<file path="src/rtl/iddr_align_pkg.sv">
// Shared types and constants for the IDDR word-alignment controller.
package iddr_align_pkg;

  // Width of the bit-offset selector (supports WORD_W up to 16).
  localparam int unsigned SLIP_W = 4;

  // Alignment controller states.
  typedef enum logic [1:0] {
    ST_IDLE   = 2'd0,
    ST_SEARCH = 2'd1,
    ST_LOCKED = 2'd2,
    ST_FAILED = 2'd3
  } state_e;

endpackage

</file>
<file path="src/rtl/iddr_gearbox.sv">
// Pair-to-word gearbox: shifts {q1,q2} pairs into a 2*WORD_W history, tracks
// the word phase and extracts the candidate word at the selected bit offset.
// The boundary strobe and candidate are presented one cycle after the wrap,
// so the candidate already contains the pair shifted in on the wrap cycle.
module iddr_gearbox
  import iddr_align_pkg::*;
#(
  parameter int unsigned WORD_W = 8
) (
  input  logic              clk,
  input  logic              rst,
  input  logic              clr,
  input  logic              ce,
  input  logic              q1,
  input  logic              q2,
  input  logic [SLIP_W-1:0] slip_pos,
  output logic [WORD_W-1:0] cand_c,
  output logic              bnd_c
);

  localparam int unsigned HIST_W = 2 * WORD_W;
  localparam int unsigned PAIRS  = WORD_W / 2;
  localparam int unsigned PH_W   = (PAIRS > 1) ? $clog2(PAIRS) : 1;
  localparam logic [PH_W-1:0] PH_LAST = PH_W'(PAIRS - 1);

  logic [HIST_W-1:0] hist_q, hist_d;
  logic [PH_W-1:0]   phase_q, phase_d;
  logic              bnd_q, bnd_d;

  // Next history, phase and boundary; a clear wins over shifting.
  always_comb begin
    hist_d  = hist_q;
    phase_d = phase_q;
    bnd_d   = 1'b0;
    if (clr) begin
      hist_d  = '0;
      phase_d = '0;
    end else if (ce) begin
      hist_d  = {hist_q[HIST_W-3:0], q1, q2};
      bnd_d   = (phase_q == PH_LAST);
      phase_d = bnd_d ? '0 : phase_q + PH_W'(1);
    end
  end

  // Gearbox state registers.
  always_ff @(posedge clk) begin
    if (rst) begin
      hist_q  <= '0;
      phase_q <= '0;
      bnd_q   <= 1'b0;
    end else begin
      hist_q  <= hist_d;
      phase_q <= phase_d;
      bnd_q   <= bnd_d;
    end
  end

  assign cand_c = hist_q[slip_pos +: WORD_W];
  assign bnd_c  = bnd_q;

endmodule

</file>
<file path="src/rtl/iddr_align_ctrl.sv">
// IDDR word-alignment controller: searches bit offsets for a training word,
// locks after LOCK_CNT consecutive matches and then streams aligned words.
// Optional mismatch statistics output under IDDR_ALIGN_STATS_EN.
module iddr_align_ctrl
  import iddr_align_pkg::*;
#(
  parameter int unsigned       WORD_W    = 8,
  parameter logic [WORD_W-1:0] TRAIN_PAT = 8'hA5,
  parameter int unsigned       LOCK_CNT  = 4
) (
  input  logic              C,
  input  logic              R,
  input  logic              START,
  input  logic              Q1,
  input  logic              Q2,
  output logic              CE,
  output logic [WORD_W-1:0] WORD,
  output logic              WORD_VLD,
  output logic              LOCKED,
  output logic              FAIL,
  output logic [SLIP_W-1:0] SLIP_POS
`ifdef IDDR_ALIGN_STATS_EN
  ,
  output logic [7:0]        MISMATCH_CNT
`endif
);

  localparam logic [SLIP_W-1:0] SLIP_LAST  = SLIP_W'(WORD_W - 1);
  localparam logic [3:0]        MATCH_LAST = 4'(LOCK_CNT - 1);

  state_e            state_q, state_d;
  logic              ce_q, ce_d;
  logic [WORD_W-1:0] word_q, word_d;
  logic              word_vld_q, word_vld_d;
  logic              locked_q, locked_d;
  logic              fail_q, fail_d;
  logic [SLIP_W-1:0] slip_q, slip_d;
  logic [3:0]        match_q, match_d;
  logic              settle_q, settle_d;
`ifdef IDDR_ALIGN_STATS_EN
  logic [7:0]        mis_q, mis_d;
`endif

  logic [WORD_W-1:0] cand_c;
  logic              bnd_c;

  iddr_gearbox #(
    .WORD_W (WORD_W)
  ) u_gearbox (
    .clk      (C),
    .rst      (R),
    .clr      (START),
    .ce       (ce_q),
    .q1       (Q1),
    .q2       (Q2),
    .slip_pos (slip_q),
    .cand_c   (cand_c),
    .bnd_c    (bnd_c)
  );

  // Next-state and registered-output logic; START restarts from any state.
  always_comb begin
    state_d    = state_q;
    word_d     = word_q;
    word_vld_d = 1'b0;
    slip_d     = slip_q;
    match_d    = match_q;
    settle_d   = settle_q;
`ifdef IDDR_ALIGN_STATS_EN
    mis_d      = mis_q;
`endif
    if (START) begin
      state_d  = ST_SEARCH;
      slip_d   = '0;
      match_d  = '0;
      settle_d = 1'b1;
`ifdef IDDR_ALIGN_STATS_EN
      mis_d    = '0;
`endif
    end else begin
      case (state_q)
        ST_SEARCH: begin
          if (bnd_c) begin
            if (settle_q) begin
              settle_d = 1'b0;
            end else if (cand_c == TRAIN_PAT) begin
              if (match_q == MATCH_LAST) begin
                state_d = ST_LOCKED;
              end else begin
                match_d = match_q + 4'd1;
              end
            end else begin
              match_d = '0;
`ifdef IDDR_ALIGN_STATS_EN
              if (mis_q != 8'hFF) mis_d = mis_q + 8'd1;
`endif
              if (slip_q < SLIP_LAST) begin
                slip_d   = slip_q + SLIP_W'(1);
                settle_d = 1'b1;
              end else begin
                state_d = ST_FAILED;
              end
            end
          end
        end
        ST_LOCKED: begin
          if (bnd_c) begin
            word_d     = cand_c;
            word_vld_d = 1'b1;
          end
        end
        ST_IDLE, ST_FAILED: begin
          state_d = state_q;
        end
        default: begin
          state_d = ST_IDLE;
        end
      endcase
    end
    ce_d     = (state_d == ST_SEARCH) || (state_d == ST_LOCKED);
    locked_d = (state_d == ST_LOCKED);
    fail_d   = (state_d == ST_FAILED);
  end

  // Controller registers with synchronous reset.
  always_ff @(posedge C) begin
    if (R) begin
      state_q    <= ST_IDLE;
      ce_q       <= 1'b0;
      word_q     <= '0;
      word_vld_q <= 1'b0;
      locked_q   <= 1'b0;
      fail_q     <= 1'b0;
      slip_q     <= '0;
      match_q    <= '0;
      settle_q   <= 1'b0;
`ifdef IDDR_ALIGN_STATS_EN
      mis_q      <= '0;
`endif
    end else begin
      state_q    <= state_d;
      ce_q       <= ce_d;
      word_q     <= word_d;
      word_vld_q <= word_vld_d;
      locked_q   <= locked_d;
      fail_q     <= fail_d;
      slip_q     <= slip_d;
      match_q    <= match_d;
      settle_q   <= settle_d;
`ifdef IDDR_ALIGN_STATS_EN
      mis_q      <= mis_d;
`endif
    end
  end

  assign CE       = ce_q;
  assign WORD     = word_q;
  assign WORD_VLD = word_vld_q;
  assign LOCKED   = locked_q;
  assign FAIL     = fail_q;
  assign SLIP_POS = slip_q;
`ifdef IDDR_ALIGN_STATS_EN
  assign MISMATCH_CNT = mis_q;
`endif

endmodule

</file>
<file path="config.mk">
export PLATFORM = sky130hd
export DESIGN_NAME = iddr_align_ctrl
export DESIGN_NICKNAME = d
export VERILOG_FILES = /design/src/rtl/iddr_align_pkg.sv /design/src/rtl/iddr_gearbox.sv /design/src/rtl/iddr_align_ctrl.sv
export SDC_FILE = /design/constraint.sdc
export NUM_CORES = 1
export LEC_CHECK = 0
export BUFFER_PORTS_ARGS = -buffer_cell sky130_fd_sc_hd__buf_4
export CORE_UTILIZATION = 40
export CTS_CLUSTER_SIZE = 20
export DETAILED_ROUTE_END_ITERATION = 10
export GPL_ROUTABILITY_DRIVEN = 0
export SETUP_SLACK_MARGIN = 0.5
export SYNTH_ARGS = -nofsm -noshare
export SYNTH_HDL_FRONTEND = slang
export SYNTH_SLANG_ARGS = --single-unit
export TNS_END_PERCENT = 5
</file>
<file path="constraint.sdc">
create_clock -name C -period 3.65 [get_ports C]
set_clock_uncertainty 0.05 [all_clocks]
set_input_delay 0.73 -clock C [delete_from_list [all_inputs] [get_ports C]]
set_output_delay 0.73 -clock C [all_outputs]
set_load 0.1 [all_outputs]
</file>
# After elaboration in Yosys (flattened, before gate mapping)
# Index checks and enable logic that the tools add are counted.
# W data, S select, Z words.
[totals]
ff_bits = 42
out_inout_bits = 16
wordCells = 58
input_bits = 5
[classes]
shifts = 1
eq_ne = 9
add_sub_neg = 3
n_reduce_logical = 10
muxes = 17
n_bitwise = 5
n_lt_le_gt_ge = 1
[ops]
columns = ["cell", "count"]
rows = [
  ["$mux W2", 8],
  ["$shiftx A16 B5 Y8", 1],
  ["$add A4 B1 Y4 const B", 2],
  ["$eq A2 B2 Y1 const B", 4],
  ["$eq A8 B8 Y1 const B", 1],
  ["$mux W4", 2],
  ["$mux W1", 7],
  ["$reduce_or A3 Y1", 2],
  ["$not A1 Y1", 5],
  ["$reduce_and A5 Y1", 1],
  ["$eq A2 B1 Y1 const B", 2],
  ["$eq A4 B2 Y1 const B", 1],
  ["$lt A4 B3 Y1 const B", 1],
  ["$reduce_and A4 Y1", 1],
  ["$reduce_bool A2 Y1", 2],
  ["$reduce_and A3 Y1", 1],
  ["$add A2 B1 Y2 const B", 1],
  ["$ne A2 B2 Y1 const B", 1],
  ["$reduce_and A2 Y1", 1],
  ["$reduce_or A2 Y1", 1],
  ["$logic_or A1 B1 Y1", 1],
]

# Longest topological paths before layout
# Gate-level depths: netlist of run 1.
[depth]
ltp_word = 9
depth_mapped = 11
depth_no_buf = 9

# By module
# A second synthesis of run 1 with hierarchy kept.
[unflattened]
hier_cells = 239
area_unflattened_um2 = 2185.8
[modules_own_cells]
columns = ["module", "instances", "area_per_inst_um2", "cells_per_inst", "seq_area_each_um2"]
rows = [
  ["iddr_gearbox", 1, 1178.6, 131, 380.4],
  ["iddr_align_ctrl", 1, 1007.2, 108, 460.4],
]

# Worst setup path before layout of run 1
# OpenSTA, ideal clock, no wires.
[synth_timing]
path_type = "register -> register"
start = "reg slip_q[1], in the netlist SLIP_POS[1]"
end = "reg ce_q, in the netlist CE"
t_required_ps = 3474
slack_ps = 210
arrival_ps = 3263
period_less_slack_ps = 3440
n_path_buf = 1
stages_incl_launch_ff = 11
cell_sequence = "dfxtp_1 -> buf_6 -> mux4_2 -> mux2i_1 -> nor2_1 -> a41o_1 -> nor4_4 -> mux2i_1 -> nand2_1 -> ha_1 -> nor2_1"
[synth_between]
elab_chain_len = 9
[synth_rtl]
columns = ["item", "line", "source"]
rows = [
  ["start: declaration", "iddr_align_ctrl.sv:37", "logic [SLIP_W-1:0] slip_q, slip_d;"],
  ["start signal: assignment", "iddr_align_ctrl.sv:147", "slip_q <= slip_d;"],
  ["$shiftx A16 B5 Y8 or $lt A4 B3 Y1 (tied branches)", "iddr_gearbox.sv:58, iddr_align_ctrl.sv:97", ""],
  ["$eq A8 B8 Y1 or $mux W2 (tied branches)", "iddr_align_ctrl.sv:86, iddr_align_ctrl.sv:97", ""],
  ["$mux W2 (*)", "iddr_align_ctrl.sv:86", "end else if (cand_c == TRAIN_PAT) begin"],
  ["$mux W2 (*)", "iddr_align_ctrl.sv:84", "if (settle_q) begin"],
  ["$mux W2 (*)", "iddr_align_ctrl.sv:83", "if (bnd_c) begin"],
  ["$mux W2 (*)", "iddr_align_ctrl.sv:81", "case (state_q)"],
  ["$mux W2 (*)", "iddr_align_ctrl.sv:72", "if (START) begin"],
  ["via state_d[1]", "iddr_align_ctrl.sv:31", "state_e state_q, state_d;"],
  ["$eq A2 B1 Y1 or $eq A2 B2 Y1 (tied branches)", "iddr_align_ctrl.sv:120", "ce_d = (state_d == ST_SEARCH) || (state_d == ST_LOCKED);"],
  ["$logic_or A1 B1 Y1 (*)", "iddr_align_ctrl.sv:120", ""],
  ["end signal: assignment", "iddr_align_ctrl.sv:129", "ce_q <= 1'b0;"],
  ["end signal: assignment", "iddr_align_ctrl.sv:142", "ce_q <= ce_d;"],
  ["end: declaration", "iddr_align_ctrl.sv:32", "logic ce_q, ce_d;"],
]
# The timed path passes the listed nets; every way through them passes the cells marked *.
# A chain may end at the register's enable or synchronous reset.

# Worst setup path after layout of run 1
[layout_timing]
start = "reg slip_q[0], in the netlist SLIP_POS[0]"
end = "reg ce_q, in the netlist CE"
# The elaborated chain is that of the path after synthesis.

==> summary.txt, run 1 <==
Status
  • Run status: finished clean

STA
  • Slew margin rel.: 0.401
  • Slew of the pin with the lowest slew margin: 0.896 ns
  • Final hold vios: 0
  • Final min period: 2.95 ns
  • Endpoints failing setup: 0
  • Unrepaired setup endpoints after global routing: no
  • TNS Setup: 0 ns
  • Fin Hold WS: 0.404 ns
  • Fmax: 339 MHz
  • Fin crit share: 0.808
  • Setup WS post-layout: approximately 0.7 ns
  • Fin. max-slew vios: 0

Cells and area
  • Area grow syn2layout: 12.0%
  • Most frequent cells in the layout: 38 x dfxtp_1, 35 x mux2i_1, 34 x nor2_1, 26 x nand2_1, 23 x buf_4
  • Nets@finish: 270
  • Antenna diodes: 0
  • Commonest non-fill, non-tap cell in the layout: dfxtp_1
  • Share of cells above drive strength 1: 0.172
  • Fillers: around 570

Global routing
  • GR Util All Layers: 0.169
  • Met1 Use GR: 0.244
  • Initial antenna violation count: 0
  • Met2 Use GR: 0.248
  • First-pass GRT wire length: between 8000 and 9000 µm
  • GR Layer Usage met3: 0.0388
  • Vias in the first global route: roughly 1600
  • Gr ovfl total: 0
  • Busiest layer in global routing: met2
  • Largest net degree at the start of global routing: 22

Critical path
  • Cells along the critical path: mux4_2 > nand2_1 > o31ai_1 > o32a_1 > nor4_4 > mux2i_1 > nand2_1 > ha_1 > nor2_1
  • WP data required: 3.84 ns
  • Reg2Reg Setup Slack: ~0.70 ns
  • FF-to-FF Start: SLIP_POS[0]
  • CP Capture Type: flip-flop
  • Crit-path max FO: 14
  • Cell depth of the worst flop-to-flop path: 9
  • Critical Path Most Common Cell: nand2_1
  • CP bufs+invs: 0
  • Cell family with most CP delay: multiplexers
  • Terminus of the critical flop-to-flop path: CE
  • CP Class: flip-flop to flip-flop
  • Slowest stage delay, CP: between 0.5 and 0.6 ns
  • Critical Path AT: 3.14 ns
  • Crit path launch type: flip-flop
  • Slowest stage cell, crit path: mux4_2

Power
  • Maximum VDD drop: ~0.19 mV
  • Cell leakage power: just under 1 nW
  • Pwr Density: between 300 and 400 mW/mm²

Detailed routing
  • Drt pass-1 iters: 5
  • Avg WL per Cell: between 10 and 15 µm
  • Antenna Nets Post-Route: 0
  • Routed vias: about 1800
  • DR DRC count: 0
  • Initial DRC count: 170
  • WL final: 4780 µm
  • Avg Vias per Cell: approximately 5.5

Synth
  • Yosys cell types: 44
  • Yosys warning count: 0
  • Ys async rst share: 0
  • Flop and latch count out of synthesis: between 40 and 50
  • Post-Syn Nets: 256
  • Number of synthesized flops with an enable pin: 0
  • Avg Synthesized Cell Area: around 9.3 µm²
  • Top_reg_cell synth: dfxtp_1
  • Synthesized area: 0.00229 mm²
  • Synth Instances: 246
  • Sequential cell area fraction in the yosys report: 0.367

Hold path
  • Hold WC Path Type: flip-flop to flip-flop
  • Min-delay src: WORD[6]
  • Hold endpoint: WORD[6]
  • Hold path depth: 2

Clock tree
  • Clk sinks: 42
  • Clock tree buffer depth: 2
  • CTS Root Cell: clkbuf_8
  • Post-CTS setup repair buffer count: 0
  • Worst skew pair latency: roughly 0.29 ns
  • Num CTS Buffers: 5
  • Clk pin slew, worst setup/hold paths: about 0.080 ns
  • CTS H-tree lvls: 2
  • TritonCTS clock tree: done

Flow run
  • Max_cap viols: 0

Place
  • Place WS: 0.649 ns
  • Hpwl dp: around 3400 µm
  • Port bufs: 20

Die
  • Std-Cell Rows: 27
  • Die W: between 70 and 80 µm
  • Core area: between 0.005 and 0.006 mm²
  • I/O Pins: 21
  • Area of the die: about 0.006 mm²
  • Die H: between 70 and 80 µm
  • Starting Density: 0.416
## flip-flops by register name (all words and copies together), names as in the netlist
| register | flops |
|---|---|
| WORD | 8 |
| u_gearbox.hist_q | 16 |
| state_q | 2 |
| match_q | 4 |
| WORD_VLD | 1 |
| FAIL | 1 |
| settle_q | 1 |
| LOCKED | 1 |
| u_gearbox.phase_q | 2 |
| CE | 1 |
| SLIP_POS | 4 |
| u_gearbox.bnd_c | 1 |
## per-stage QoR
stage          utilization  area (µm²)  power, mW  std cells
6_report             0.465        2560      0.816        333
5_1_grt              0.465        2560      0.850        333
4_1_cts              0.465        2560      0.827        333
3_5_place_dp         0.448        2470      0.520        325
2_1_floorplan            -        2290      0.507        246
3_3_place_gp         0.448        2470      0.520        325
## synthesized netlist by cell type, drive strengths merged, types with 4 or more instances
| master | instances | share of area |
|---|---|---|
| a21oi | 10 | 0.022 |
| dfxtp | 42 | 0.37 |
| ha | 5 | 0.027 |
| mux2i | 35 | 0.15 |
| or3 | 4 | 0.011 |
| nor3 | 4 | 0.0087 |
| buf | 11 | 0.030 |
| nand2 | 26 | 0.043 |
| mux4 | 9 | 0.093 |
| inv | 6 | 0.0098 |
| nor2 | 34 | 0.056 |
| clkbuf | 5 | 0.0082 |
| nor2b | 6 | 0.016 |
| nand3 | 5 | 0.011 |
| o21ai | 8 | 0.017 |
## where the power goes
| part | total (mW) | internal, mW | switching [mW] | leakage [nW] |
|---|---|---|---|---|
| clock | 0.308 | 0.153 | 0.155 | 0.0482 |
| combinational | 0.0445 | 0.0158 | 0.0286 | 0.599 |
| sequential | 0.464 | 0.461 | 0.00312 | 0.342 |
## worst max-delay path by stage
stage          endpoint  depth (start not counted)         from  slack [ns]
2_1_floorplan        CE                         10  SLIP_POS[1]        0.58
3_3_place_gp         CE                          9  SLIP_POS[1]        0.64
3_5_place_dp         CE                          9  SLIP_POS[1]        0.65
4_1_cts              CE                          9  SLIP_POS[1]        0.64
5_1_grt              CE                          9  SLIP_POS[1]        0.54
6_report             CE                          9  SLIP_POS[0]        0.70
## cell type report
| type | instances | area (µm²) | share of cell area |
|---|---|---|---|
| Clock buffer | 7 | 86.3 | 0.0337 |
| Multi-Input combinational cell | 182 | 1340 | 0.522 |
| Clock inverter | 1 | 5.00 | 0.00195 |
| Inverter | 6 | 22.5 | 0.00879 |
| Sequential cell | 42 | 848 | 0.331 |
| Tap cell | 72 | 90.1 | 0.0352 |
| Timing Repair Buffer | 23 | 173 | 0.0674 |
## routing by layer
layer,up-vias,part of all wire
met5,-,0
met2,54,0.42
met1,862,0.51
li1,916,-
met3,5,0.056
met4,0,0.0098
## tightest hold or removal path: stages, from the launching register on
cell     delay, ns
dfxtp_1       0.31
nand2_1       0.05
a21oi_1       0.05
## timing repair
action / in CTS / in global routing
gates resized for setup: 0 / 1
hold buffers: 0 / 0
setup endpoints to repair: 0 / 3
## cell families (layout without fill, tap and decap cells)
logic type	count (synthesis)	after routing	synth area share
fa+ha+maj	5	5	0.0273
simple gates	95	95	0.201
compound gates	37	37	0.105
flops	42	42	0.367
buf+inv	22	37	0.0481
mux	45	45	0.252
Note: power is estimated with default switching activity, not from simulation.
==> inputs of run 2 (changes only) <==
Clock period 3.65 ns to 2.5 ns, I/O delays scaled along.
==> run 2 against run 1 <==
Compared with the run above:
- the flow now finishes with violations (setup timing)
- sequential share of layout area shrank 4.2 points
- wire length rose by 12%
- maximum frequency grew 12%
- worst setup slack worse by 0.84 ns
- first-iteration DRC count is 14% lower
- register-to-register slack got worse by 0.84 ns
- hold slack worse by 0.020 ns
==> summary.txt, run 2 (synthesis results as in run 1) <==
Status
  • Run status: finished with violations
  • Failing checks: setup timing

STA
  • Setup WS post-layout: -0.139 ns (-0.839 ns)
  • Fmax: 379 MHz (+12%)
  • Slew margin rel.: 0.685 (+0.284)
  • Fin crit share: 1.06 (+0.247)
  • Endpoints failing setup: 6 (+6)
  • Unrepaired setup endpoints after global routing: yes
  • Fin. max-slew vios: 0 (unchanged)
  • Final hold vios: 0 (unchanged)
  • Slew of the pin with the lowest slew margin: 0.473 ns (-0.423 ns)
  • Final min period: 2.64 ns (-0.311 ns)

Global routing
  • Vias in the first global route: 1875 (+17%)
  • First-pass GRT wire length: 9050 µm (+13%)
  • GR Util All Layers: 0.190 (+0.0212)
  • Initial antenna violation count: 0 (unchanged)
  • Largest net degree at the start of global routing: 22 (unchanged)
  • Gr ovfl total: 0 (unchanged)

Cells and area
  • Commonest non-fill, non-tap cell in the layout: buf_4
  • Max reg flops: 16 (unchanged)
  • Most frequent cells in the layout: 61 x buf_4, 38 x dfxtp_1, 33 x mux2i_1, 32 x nor2_1, 26 x nand2_1
  • Antenna diodes: 0 (unchanged)
  • Nets@finish: 310 (+15%)
  • Share of cells above drive strength 1: 0.319 (+0.147)
  • Most flops, register: u_gearbox.hist_q
  • Area grow syn2layout: 29.4%

Power
  • Pwr Density: 441 mW/mm² (+38%)
  • Maximum VDD drop: 0.243 mV (+28%)
  • Cell leakage power: 1.20 nW (+22%)
  • Power consumption: 1.31 mW (+60%)

Die
  • I/O Pins: 21 (unchanged)
  • Area of the die: 0.00603 mm² (unchanged)
  • Die H: 77.6 µm (unchanged)
  • Std-Cell Rows: 27 (unchanged)
  • Core area: 0.00551 mm² (unchanged)
  • Die W: 77.6 µm (unchanged)
  • Starting Density: 0.416 (unchanged)

Critical path
  • Crit-path max FO: 7 (-7)
  • WP data required: 2.64 ns (-1.20 ns)
  • Critical Path AT: 2.78 ns (-0.36 ns)
  • Cells along the critical path: mux4_2 > mux2i_4 > nor2_1 > a41o_1 > nor4_4 > mux2i_1 > nand2_1 > ha_1 > nor2_1
  • Slowest stage delay, CP: 0.57 ns (about the same)
  • Crit path launch type: flip-flop
  • CP Capture Type: flip-flop
  • Slowest stage cell, crit path: mux4_2
  • CP Class: flip-flop to flip-flop
  • Critical Path Most Common Cell: nor2_1

Detailed routing
  • Met2 wire length: 2420 µm (+20%)
  • Avg Vias per Cell: 5.21 (-5.5%)
  • Routed wl met3: 206 µm (-23%)
  • Antenna Nets Post-Route: 0 (unchanged)
  • Max Used Layer: met4
  • Drt pass-1 iters: 5 (unchanged)
  • Routed length on met1: 2630 µm (+7.3%)
  • WL final: 5340 µm (+12%)
  • Routed vias: 1944 (+5.8%)
  • DR DRC count: 0 (unchanged)
  • Avg WL per Cell: 14.3 µm (-0.27%)
  • Initial DRC count: 146 (-14%)

Place
  • Place WS: -0.154 ns (-0.803 ns)
  • Hpwl dp: 3740 µm (+11%)
  • Port bufs: 20 (unchanged)

Hold path
  • Hold WC Path Type: primary input to flip-flop

Clock tree
  • Worst skew pair latency: 0.30 ns (about the same)
  • Clk sinks: 42 (unchanged)
  • CTS H-tree lvls: 2 (unchanged)
  • Clock tree buffer depth: 2 (unchanged)
  • TritonCTS clock tree: done
  • CTS Root Cell: clkbuf_8
  • Num CTS Buffers: 5 (unchanged)
  • Clk pin slew, worst setup/hold paths: 0.08 ns (about the same)

Flow run
  • Max_cap viols: 0 (unchanged)
run 2: changes by cell type in the layout (fill, tap and decap cells not counted), sizes merged:
cell and delta:
buf +40, clkinv -1, bufinv +1
run 2: area by class of cell:
class / count / area (µm²)
clock buffers: 7 / 86.3
clock inverters: 1 / 30.0
fillers: 513 / 2540
inverters: 6 / 22.5
multi-input cells: 182 / 1400
flip-flops and latches: 42 / 856
well taps: 72 / 90.1
repair buffers: 63 / 480
run 2: power breakdown:
group	total (mW)	internal [mW]	switching, mW
clock network	0.564	0.326	0.238
registers	0.674	0.669	0.00445
logic	0.0685	0.0261	0.0424
total	1.31	1.02	0.285
run 2: final timing paths:
check	from	end	slack, ns	cells after the start
max	SLIP_POS[1]	CE	-0.14	9
min	Q2	u_gearbox.hist_q[0]	0.38	3
max reg2reg	SLIP_POS[1]	CE	-0.14	9
min reg2reg	WORD[5]	WORD[5]	0.40	2
run 2: timing repair:
item | in CTS | in global routing
pin swaps | 9 | 5
gates resized for setup | 7 | 14
setup buffers | 2 | 0
hold buffers | 0 | 0
cloned | 0 | 0
endpoints found under the setup margin | 15 | 16
run 2: through the flow:
step	instances	cell area (µm²)	TNS, ns	hold WS, ns	utilization
2_1_floorplan	246	2300	-1.76	0.411	-
3_3_place_gp	363	2760	-0.431	0.388	0.502
3_5_place_dp	363	2760	-0.901	0.402	0.502
4_1_cts	373	2910	-0.466	0.386	0.528
5_1_grt	373	2960	-1.38	0.400	0.538
6_report	373	2960	-0.459	0.384	0.538
run 2: layer usage:
layer,global-route usage,up-vias
met5,0,-
met4,0.0755,0
li1,-,993
met2,0.288,44
met1,0.262,899
met3,0.0412,8
run 2: critical path: cells and delay by family (launching register included):
kind | cells | cell delay, ns
multiplexers | 3 | 1.01
AND/OR/NAND/NOR | 4 | 0.52
flip-flops | 1 | 0.41
adder cells (fa/ha/maj) | 1 | 0.28
AO/OA/AOI/OAI | 1 | 0.25
==> inputs of run 3 (changes only) <==
Settings changed: BUFFER_PORTS_ARGS -buffer_cell sky130_fd_sc_hd__buf_4 to -buffer_cell sky130_fd_sc_hd__buf_2.
==> run 3 against run 2 <==
Compared with the run above:
- sequential cell count unchanged
- the flow still finishes with violations (setup timing)
- wire length down 0.37%
- clock-buffer cell count stayed put
- highest routed layer unchanged
- power shrank 8.0%
- core utilization fell by 1.8 points
- register-to-register slack improved by 0.08 ns
- largest power group unchanged
==> summary.txt, run 3 (synthesis results as in run 1) <==
STA
  • Slew margin rel.: 0.646 (-0.0382)
  • Final min period: 2.56 ns (-0.0834 ns)
  • Endpoints failing setup: 3 (-3)
  • Fin. max-slew vios: 0 (unchanged)
  • Fin Hold WS: 0.383 ns (-0.000913 ns)
  • Unrepaired setup endpoints after global routing: yes
  • Slew of the pin with the lowest slew margin: 0.528 ns (+0.0554 ns)
  • Fmax: 391 MHz (+3.3%)
  • Final hold vios: 0 (unchanged)
  • Setup WS post-layout: -0.0558 ns (+0.0834 ns)
  • TNS Setup: -0.151 ns (+0.309 ns)
  • Fin crit share: 1.02 (-0.0334)

Detailed routing
  • Antenna Nets Post-Route: 0 (unchanged)
  • Avg WL per Cell: 14.4 µm (+0.71%)
  • Initial DRC count: 69 (-53%)
  • Routed vias: 1961 (+0.87%)
  • Avg Vias per Cell: 5.31 (+2.0%)
  • WL final: 5320 µm (-0.37%)
  • DR DRC count: 0 (unchanged)
  • Drt pass-1 iters: 4 (-1)

Place
  • Placed insts: 360 (-0.83%)
  • Placement Cell Area: 0.00269 mm² (-2.6%)
  • Place WS: -0.126 ns (+0.0279 ns)
  • Hpwl dp: 3830 µm (+2.4%)
  • Port bufs: 20 (unchanged)

Cells and area
  • Max reg flops: 16 (unchanged)
  • Area grow syn2layout: 25.2%
  • Nets@finish: 306 (-1.3%)
  • Post-route cell area: 0.00286 mm² (-3.3%)
  • Most flops, register: u_gearbox.hist_q
  • Antenna diodes: 0 (unchanged)
  • Fillers: 508 (-0.97%)
  • Most frequent cells in the layout: 37 x dfxtp_1, 37 x buf_4, 32 x nor2_1, 31 x mux2i_1, 26 x nand2_1
  • Final core utilization: 0.520 (-0.0177)
  • Share of cells above drive strength 1: 0.337 (+0.0178)
  • Fin cells: 369 (-1.1%)

Die
  • I/O Pins: 21 (unchanged)
  • Std-Cell Rows: 27 (unchanged)
  • Die W: 77.6 µm (unchanged)
  • Die H: 77.6 µm (unchanged)
  • Core area: 0.00551 mm² (unchanged)
  • Area of the die: 0.00603 mm² (unchanged)
  • Starting Density: 0.416 (unchanged)

Clock tree
  • # hold bufs at CTS: 0 (unchanged)
  • CTS Root Cell: clkbuf_8
  • Clk pin slew, worst setup/hold paths: 0.08 ns (about the same)
  • TritonCTS clock tree: done
  • Clock tree buffer depth: 2 (unchanged)
  • CTS H-tree lvls: 2 (unchanged)
  • Worst skew pair latency: 0.30 ns (about the same)
  • Num CTS Buffers: 5 (unchanged)
  • Clk sinks: 42 (unchanged)

Power
  • Cell leakage power: 1.16 nW (-3.7%)
  • Power consumption: 1.20 mW (-8.0%)
  • Maximum VDD drop: 0.202 mV (-17%)
  • Pwr Density: 419 mW/mm² (-4.9%)

Critical path
  • WP data required: 2.64 ns (about the same)
  • Reg2Reg Setup Slack: -0.06 ns (+0.08 ns)
  • Crit-path max FO: 8 (+1)
  • CP Capture Type: flip-flop
  • Critical Path AT: 2.69 ns (-0.09 ns)
  • Crit path launch type: flip-flop
  • CP Class: flip-flop to flip-flop

Hold path
  • Hold WC Path Type: primary input to flip-flop

Global routing
  • Initial antenna violation count: 0 (unchanged)
  • Largest net degree at the start of global routing: 22 (unchanged)
  • Gr ovfl total: 0 (unchanged)
  • Vias in the first global route: 1846 (-1.5%)
  • GR Util All Layers: 0.190 (-0.000503)
  • First-pass GRT wire length: 8840 µm (-2.3%)

Status
  • Failing checks: setup timing
  • Run status: finished with violations

Flow run
  • Max_cap viols: 0 (unchanged)
## run 3: path summary, 6_finish.rpt
path | startpoint | end | cells after the start
setup reg to reg | SLIP_POS[1] | CE | 10
hold reg to reg | WORD[6] | WORD[6] | 2
hold / removal | Q2 | u_gearbox.hist_q[0] | 3
setup / recovery | SLIP_POS[1] | CE | 10
## run 3: power breakdown
group | switching [mW] | leakage (nW) | total (mW) | internal, mW
clock | 0.238 | 0.0482 | 0.461 | 0.223
sequential | 0.00436 | 0.343 | 0.674 | 0.669
combinational | 0.0425 | 0.769 | 0.0664 | 0.0240
## run 3: worst max-delay path, stage by stage, from the launching register on
cell      delay [ns]
dfxtp_4         0.39
buf_6           0.14
buf_4           0.17
mux2i_2         0.26
o221ai_1        0.20
o32a_1          0.24
nor4_4          0.30
mux2i_1         0.26
nand2_1         0.11
ha_1            0.29
nor2_1          0.03
## run 3: layout make-up
type / instances / area (µm²) / area share
clock buffer: 7 / 86.3 / 0.0301
tap: 72 / 90.1 / 0.0315
sequential: 42 / 857 / 0.299
clock inverter: 1 / 5.00 / 0.00175
inverter: 6 / 22.5 / 0.00786
timing repair buffer: 59 / 405 / 0.142
multi-input combinational: 182 / 1400 / 0.488
## run 3: layer usage
layer | global-route usage | wire, µm | vias to the layer above
li1 | - | - | 984
met1 | 0.259 | 2740 | 936
met2 | 0.289 | 2320 | 36
met3 | 0.0459 | 189 | 5
met4 | 0.0698 | 74 | 0
met5 | 0 | 0 | -
## run 3: what timing repair did
action                                  CTS  global route
endpoints found under the setup margin   14            18
setup buffers                             0             1
gates resized for setup                  13            18
pin swaps                                 3            13
